<file path="src/rtl/pipe_skid_stage.sv">
// -----------------------------------------------------------------------------
// pipe_skid_stage
//
// Purpose
//   Parametrised pipeline stage register with a valid/ready handshake and a
//   2-entry skid buffer. It sits between fetch/decode/execute stages.
//   - It sustains full throughput of one beat per cycle.
//   - in_ready_o is a flop, so upstream never sees a combinational path
//     from out_ready_i.
//   - Beats always leave in the order they arrived.
//
// Storage
//   main_q drives out_data_o. skid_q catches the single beat that arrives
//   while the downstream stalls. Since ready is registered, this beat was
//   already committed to by the time the stall became visible.
//
// Parameters
//   DATA_W  payload width in bits
//   CNT_W   stall counter width (only meaningful with PIPE_STAGE_PERF_EN)
//
// Ports
//   clk_i        in   1       clock, rising edge
//   rst_i        in   1       asynchronous reset, active-low
//   flush_i      in   1       synchronous discard of all held beats
//   in_valid_i   in   1       upstream beat valid
//   in_ready_o   out  1       stage can accept (registered)
//   in_data_i    in   DATA_W  upstream payload
//   out_valid_o  out  1       downstream beat valid (registered)
//   out_ready_i  in   1       downstream accepts
//   out_data_o   out  DATA_W  downstream payload (registered)
//   occ_o        out  2       number of held beats: 0, 1 or 2
//   stall_cnt_o  out  CNT_W   saturating backpressure cycle count
//                             (present only with PIPE_STAGE_PERF_EN)
//
// Configuration macro
//   PIPE_STAGE_PERF_EN : when defined, adds stall_cnt_o and its counter.
//                        The counter is cleared only by reset, never by flush.
// -----------------------------------------------------------------------------
module pipe_skid_stage #(
    parameter int DATA_W = 64,
    parameter int CNT_W  = 16
) (
    input  logic              clk_i,
    input  logic              rst_i,
    input  logic              flush_i,
    input  logic              in_valid_i,
    output logic              in_ready_o,
    input  logic [DATA_W-1:0] in_data_i,
    output logic              out_valid_o,
    input  logic              out_ready_i,
    output logic [DATA_W-1:0] out_data_o,
    output logic [1:0]        occ_o
`ifdef PIPE_STAGE_PERF_EN
    ,
    output logic [CNT_W-1:0]  stall_cnt_o
`endif
);

    // Encoding equals occupancy, so occ_o is simply the state value.
    typedef enum logic [1:0] {
        ST_EMPTY = 2'd0,
        ST_ONE   = 2'd1,
        ST_FULL  = 2'd2
    } state_t;

    state_t            state_q, state_d;
    logic [DATA_W-1:0] main_q, main_d;
    logic [DATA_W-1:0] skid_q, skid_d;
    logic              out_valid_q, out_valid_d;
    logic              in_ready_q, in_ready_d;

    logic              in_fire;
    logic              out_fire;

    // Handshakes use only registered ready/valid, which keeps the
    // timing paths short.
    assign in_fire  = in_valid_i & in_ready_q;
    assign out_fire = out_valid_q & out_ready_i;

    // -------------------------------------------------------------------------
    // Next-state / datapath
    // -------------------------------------------------------------------------
    always_comb begin
        state_d = state_q;
        main_d  = main_q;
        skid_d  = skid_q;

        if (flush_i) begin
            // A flush wins over any handshake in the same cycle.
            // Beats accepted or presented in this cycle are simply lost.
            state_d = ST_EMPTY;
            main_d  = '0;
            skid_d  = '0;
        end else begin
            unique case (state_q)
                ST_EMPTY: begin
                    if (in_fire) begin
                        state_d = ST_ONE;
                        main_d  = in_data_i;
                    end
                end
                ST_ONE: begin
                    if (in_fire && out_fire) begin
                        main_d = in_data_i;
                    end else if (in_fire) begin
                        // Downstream stalled: park the new beat behind main.
                        state_d = ST_FULL;
                        skid_d  = in_data_i;
                    end else if (out_fire) begin
                        // main keeps its payload; out_valid drops instead.
                        state_d = ST_EMPTY;
                    end
                end
                ST_FULL: begin
                    // in_ready_q is low here, so no new beat can arrive.
                    if (out_fire) begin
                        state_d = ST_ONE;
                        main_d  = skid_q;
                    end
                end
                default: begin
                    state_d = ST_EMPTY;
                end
            endcase
        end

        out_valid_d = (state_d != ST_EMPTY);
        in_ready_d  = (state_d != ST_FULL);
    end

    // -------------------------------------------------------------------------
    // State and storage registers
    // -------------------------------------------------------------------------
    always_ff @(posedge clk_i or negedge rst_i) begin
        if (!rst_i) begin
            state_q     <= ST_EMPTY;
            main_q      <= '0;
            skid_q      <= '0;
            out_valid_q <= 1'b0;
            in_ready_q  <= 1'b1;
        end else begin
            state_q     <= state_d;
            main_q      <= main_d;
            skid_q      <= skid_d;
            out_valid_q <= out_valid_d;
            in_ready_q  <= in_ready_d;
        end
    end

    // -------------------------------------------------------------------------
    // Occupancy
    // -------------------------------------------------------------------------
    always_comb begin
        occ_o = 2'd0;
        unique case (state_q)
            ST_EMPTY: occ_o = 2'd0;
            ST_ONE:   occ_o = 2'd1;
            ST_FULL:  occ_o = 2'd2;
            default:  occ_o = 2'd0;
        endcase
    end

    assign in_ready_o  = in_ready_q;
    assign out_valid_o = out_valid_q;
    assign out_data_o  = main_q;

`ifdef PIPE_STAGE_PERF_EN
    // -------------------------------------------------------------------------
    // Backpressure counter
    // -------------------------------------------------------------------------
    // It counts every cycle in which a beat is offered but not taken, and
    // stops at all-ones. Flush is deliberately ignored so that the statistic
    // survives pipeline redirects.
    logic [CNT_W-1:0] stall_cnt_q, stall_cnt_d;

    always_comb begin
        stall_cnt_d = stall_cnt_q;
        if (out_valid_q && !out_ready_i && (stall_cnt_q != {CNT_W{1'b1}})) begin
            stall_cnt_d = stall_cnt_q + {{(CNT_W-1){1'b0}}, 1'b1};
        end
    end

    always_ff @(posedge clk_i or negedge rst_i) begin
        if (!rst_i) begin
            stall_cnt_q <= '0;
        end else begin
            stall_cnt_q <= stall_cnt_d;
        end
    end

    assign stall_cnt_o = stall_cnt_q;
`endif

endmodule

</file>
<file path="config.mk">
export PLATFORM = sky130hd
export DESIGN_NAME = pipe_skid_stage
export DESIGN_NICKNAME = d
export VERILOG_FILES = /design/src/rtl/pipe_skid_stage.sv
export SDC_FILE = /design/constraint.sdc
export NUM_CORES = 1
export LEC_CHECK = 0
export CORE_MARGIN = 5
export CORE_UTILIZATION = 56
export CTS_CLUSTER_DIAMETER = 80
export DETAILED_ROUTE_END_ITERATION = 8
export GPL_TIMING_DRIVEN = 0
export PLACE_DENSITY_LB_ADDON = 0.3
export SYNTH_ARGS = -nofsm -noshare
export SYNTH_HDL_FRONTEND = slang
export SYNTH_SLANG_ARGS = --single-unit
export TNS_END_PERCENT = 10
</file>
<file path="constraint.sdc">
create_clock -name clk_i -period 3.44 [get_ports clk_i]
set_input_delay 0.688 -clock clk_i [delete_from_list [all_inputs] [get_ports clk_i]]
set_output_delay 0.688 -clock clk_i [all_outputs]
set_load 0.1 [all_outputs]
</file>
* After elaboration in Yosys (flattened, before gate mapping)
Index checks and enable logic that the tools add are counted.
** Word-level totals
- Bits in registers :: 132
- Input bits :: 69
- Logic and storage cells :: 38
** Operators by class
- Equal/unequal tests :: 7
- Muxes and demuxes :: 16
- Bitwise logic cells :: 2
- Reductions and logical operators :: 8
** Operators by type and width (count)
- $mux 64 :: 7
- $pmux 64 s3 :: 1
- $mux 2 :: 6
- $ne 3x3->1 const B :: 3
- $pmux 2 s3 :: 1
- $reduce_bool 2->1 :: 3
- $ne 2x2->1 const B :: 2
- $pmux 2 s2 :: 1
- $reduce_and 4->1 :: 1
- $reduce_bool 4->1 :: 1
- $reduce_and 3->1 :: 1
- $and 1x1->1 :: 2
- $eq 2x1->1 const B :: 1
- $eq 2x2->1 const B :: 1
- $logic_not 2->1 :: 1
- $logic_and 1x1->1 :: 1

* Longest topological paths before layout
- Word-level depth :: 7
- Mapped depth :: 6
- Gate-level depth less buffers :: 4

* Worst setup path after synthesis
No wires, ideal clock.
- Path type :: flip-flop to flip-flop
- Start point :: register out_valid_q, in the netlist out_valid_o
- End point :: register main_q[36], in the netlist out_data_o[36]
- Arrival :: 1.861 ns
- Path slack :: 1.429 ns
- Stages on the path, launching flop included :: 5
- Path buffers :: 1
- Period minus slack after synthesis :: 2.011 ns
- Path through :: dfrtp_1 nand2_1 o22ai_4 buf_6 a211oi_1
** On the way
- Longest elaborated chain between the ends :: 4
** Ends and longest elaborated chain
- from (decl) :: line 69 : logic out_valid_q, out_valid_d;
- from (signal assigned) :: line 145 : out_valid_q <= out_valid_d;
- $and 1x1->1 (*) :: line 78 : assign out_fire = out_valid_q & out_ready_i;
- $logic_and 1x1->1 :: line 103 : if (in_fire && out_fire) begin
- $ne 3x3->1 (no line)
- $reduce_and 4->1 (no line) (*)
- to (signal assigned) :: line 143 : main_q <= main_d;
- to (decl) :: line 67 : logic [DATA_W-1:0] main_q, main_d;
Every way passes the cells marked *; elsewhere a longest branch is shown, timed or not.
A chain may end at the register's enable or synchronous reset.

* Final worst setup path
- Start point :: register state_q[0]
- End point :: output occ_o[1]
** On the way
- Longest elaborated chain between the ends :: 2
** Ends and longest elaborated chain
- from (decl) :: line 66 : state_t state_q, state_d;
- from (signal assigned) :: line 142 : state_q <= state_d;
- $eq 2x2->1 or $eq 2x1->1 (tied branches) :: line 155 : unique case (state_q)
- $pmux 2 s2 (*) :: line 155
- to (decl) :: line 52 : output logic [1:0] occ_o
Marked as above.

==> summary.md <==
| Metric | Value |
|---|---|
| Run status | `complete, no violations` |
| Hold_buf cts | `0` |
| CTS tree | `yes` |
| Worst skew pair latency | `420 ps` |
| Syn Nets | `683` |
| Fraction of layout cells with a size suffix above 1 | `12.92%` |
| Worst-Margin Slew | `1013 ps` |
| Routed vias/inst | `6.310` |
| Worst Skew | `7.574 ps` |
| Headroom to the max-slew limit | `32.23%` |
| GR Util All Layers | `27.72%` |
| IO Count | `137` |
| Sequential area share after synthesis | `49.90%` |
| H-tree depth | `4` |
| Leak | `3.500 nW` |
| WS Path Type | `flip-flop to output port` |
| Max VDD drop | `0.5821 mV` |
| Vias in the first global route | `6145` |
| Pin count of the biggest net entering global routing | `75` |
| Clk pwr share | `34.1%` |
| Cell Chain, Critical Path | `nand2b_1 -> buf_6 -> inv_12 -> buf_8 -> clkdlybuf4s50_1` |
| Fin. Hold Viols | `0` |
| CTS resizes | `0` |
| Synthesis Warnings | `0` |
| Routed len/inst | `20.68 um` |
| Setup Buffers After CTS | `0` |
| Total number of vias | `5837` |
| Psw | `1.966 mW` |
| Crit path launch type | `flip-flop` |
| Drt pass-1 iters | `5` |
| Switching Fraction | `37.10%` |
| Crit-path max FO | `10` |
| Multi-input logic area | `0.002809 mm^2` |
| Mapped Area | `0.006623 mm^2` |
| Drt total wl | `19130 um` |
| Post-route DRC violation count | `0` |
| Port bufs | `135` |
| Comb power frac | `32.6%` |
| Slowest-stage cell, CP | `clkdlybuf4s50_1` |
| Syn avg cell area | `10.79 um^2` |
| Fin crit period | `3290 ps` |
| Power, Total | `5.299 mW` |
| GP Congestion | `0.8351` |
| 1st-iter DRT viols | `531` |
| Post-detail-place hpwl | `12910 um` |
| Achievable frequency | `0.3040 GHz` |
| Register area | `0.003304 mm^2` |
| Die width | `118.7 um` |
| Pre-CTS WS | `606.1 ps` |
| Arr. time, crit path | `2600 ps` |
| # setup viols final | `0` |
| Final Cycle Share | `95.63%` |
| Final Max Slew Viols | `0` |
| Die Area | `0.01410 mm^2` |
| Final net count | `838` |
| RSZ-0062 raised after global routing | `false` |
| Clock sink count | `132` |
| Cell variety after synth | `27` |
| CP Capture Type | `output port` |
| Synth Instances | `614` |
| Cell-internal power | `3.333 mW` |
| Critical Path RT | `2750 ps` |
| Initial antenna violation count | `0` |
| Post-DRT Antenna Nets | `0` |
| Core Rows | `39` |
| First-pass GRT wire length | `31420 um` |
| Final Util | `76.14%` |
| Root buffer selected by CTS | `clkbuf_16` |
| Die Y | `118.7 um` |
| Fillers | `772` |
| CTS buffer count | `17` |
| Seq cells post-synth | `132` |
| Worst stage delay on the critical path | `1150 ps` |
| Setup WS post-layout | `150.5 ps` |
| Remaining Overflow, GRT | `0` |
| Clk slew on worst S/H paths | `60 ps` |
| Pwr Density | `604.3 mW/mm^2` |
| Longest Clk Path Bufs | `2` |
| Antenna cells | `0` |
| Seq pwr share | `33.3%` |
| Worst Hold Class | `primary input to async pin` |
| Core area | `0.01152 mm^2` |
| Starting Density | `57.51%` |
| Layout Area Growth over Synthesis | `32.40%` |
| Max Cap Viol | `0` |
layout make-up:
cell class                      count  share of cell area, %
Sequential cell                   132                  37.69
Multi-Input combinational cell    404                  32.03
Timing Repair Buffer              136                  15.74
Clock buffer                       28                  5.893
Buffer                             77                  5.622
Tap cell                          143                  2.041
Clock inverter                      4                 0.7991
Inverter                            1                 0.1855
sequential cells by signal, summed over array words and instances, names as in the netlist:
signal	count
in_ready_o	1
out_data_o	64
out_valid_o	1
skid_q	64
state_q	2
placed cells by master (no fill, tap or decap):
cell / count
a211oi_1: 112
a211oi_2: 16
a21bo_2: 1
a21boi_2: 1
a21o_1: 3
a21oi_1: 67
a31oi_1: 1
and2b_1: 1
and3b_2: 1
and4b_1: 1
and4bb_2: 1
buf_12: 4
buf_16: 1
buf_2: 30
buf_4: 4
buf_6: 11
buf_8: 1
bufinv_16: 2
clkbuf_1: 34
clkbuf_16: 17
clkbuf_8: 5
clkdlybuf4s50_1: 134
clkinv_2: 2
dfrtp_1: 131
dfstp_2: 1
inv_12: 1
mux2i_1: 64
nand2_1: 4
nand2b_1: 1
nand3_1: 64
nand3b_4: 1
o21ai_0: 64
o22ai_4: 1
path summary, 6_finish.rpt:
kind	startpoint	endpoint	slack (ps)	cells after the start
max in group asynchronous	rst_i	skid_q[40]	2400	2
min reg2reg	skid_q[18]	skid_q[18]	540	2
max reg2reg	in_ready_o	out_data_o[37]	1650	5
max	state_q[0]	occ_o[1]	150	5
min	rst_i	out_data_o[58]	300	1
min in group clk_i	skid_q[18]	skid_q[18]	540	2
Yosys cell counts, drive strengths merged:
master	number	area (um^2)
dfrtp	131	3278
a211oi	128	1041
a21oi	67	335.3
mux2i	64	640.6
nand3	64	320.3
o21ai	64	320.3
buf	49	387.9
clkbuf	28	105.1
nand2	4	15.01
a21o	3	22.52
a21bo	1	10.01
a21boi	1	11.26
a31oi	1	6.260
and2b	1	7.510
and3b	1	10.01
and4b	1	10.01
and4bb	1	12.51
dfstp	1	26.28
inv	1	16.27
nand2b	1	6.260
nand3b	1	20.02
o22ai	1	20.02
power groups by stage:
stage               Clock (mW)  Sequential, mW  Combinational [mW]
global route              1.89            1.78                1.80
global placement             0            1.78                1.68
floorplan                    0            2.47               0.533
finish                    1.81            1.76                1.73
detailed placement           0            1.79                1.71
CTS                       1.81            1.76                1.72
stage by stage:
step | hold WS [ps] | cell area, um^2 | cells | setup TNS, ps
finish | 298.1 | 8768 | 925 | 0
global route | 343.4 | 8768 | 925 | 0
CTS | 322.0 | 8768 | 925 | 0
detailed placement | 533.9 | 8182 | 893 | 0
global placement | 527.3 | 8153 | 892 | -444840
floorplan | 392.4 | 6623 | 614 | 0
layer usage:
layer	global-route usage, %	vias to the layer above	part of all wire [%]
li1	-	2651	-
met1	35.37	2866	41
met2	45.47	271	50
met3	7.307	49	6.5
met4	10.64	0	2.5
met5	0	-	0
cell families after synthesis:
kind of cell | Yosys count | share of synthesized area [%]
AO/OA/AOI/OAI | 266 | 26.68
buffers and inverters | 78 | 7.689
flip-flops | 132 | 49.90
multiplexers | 64 | 9.673
AND/OR/NAND/NOR | 74 | 6.065
worst max-delay path, delay by kind of cell, from the launching register on:
kind	cells	cell delay, ps
buffers and inverters	4	1580
and+or+nand+nor	1	170
DFF	1	420
(Power assumes the default switching activity.)
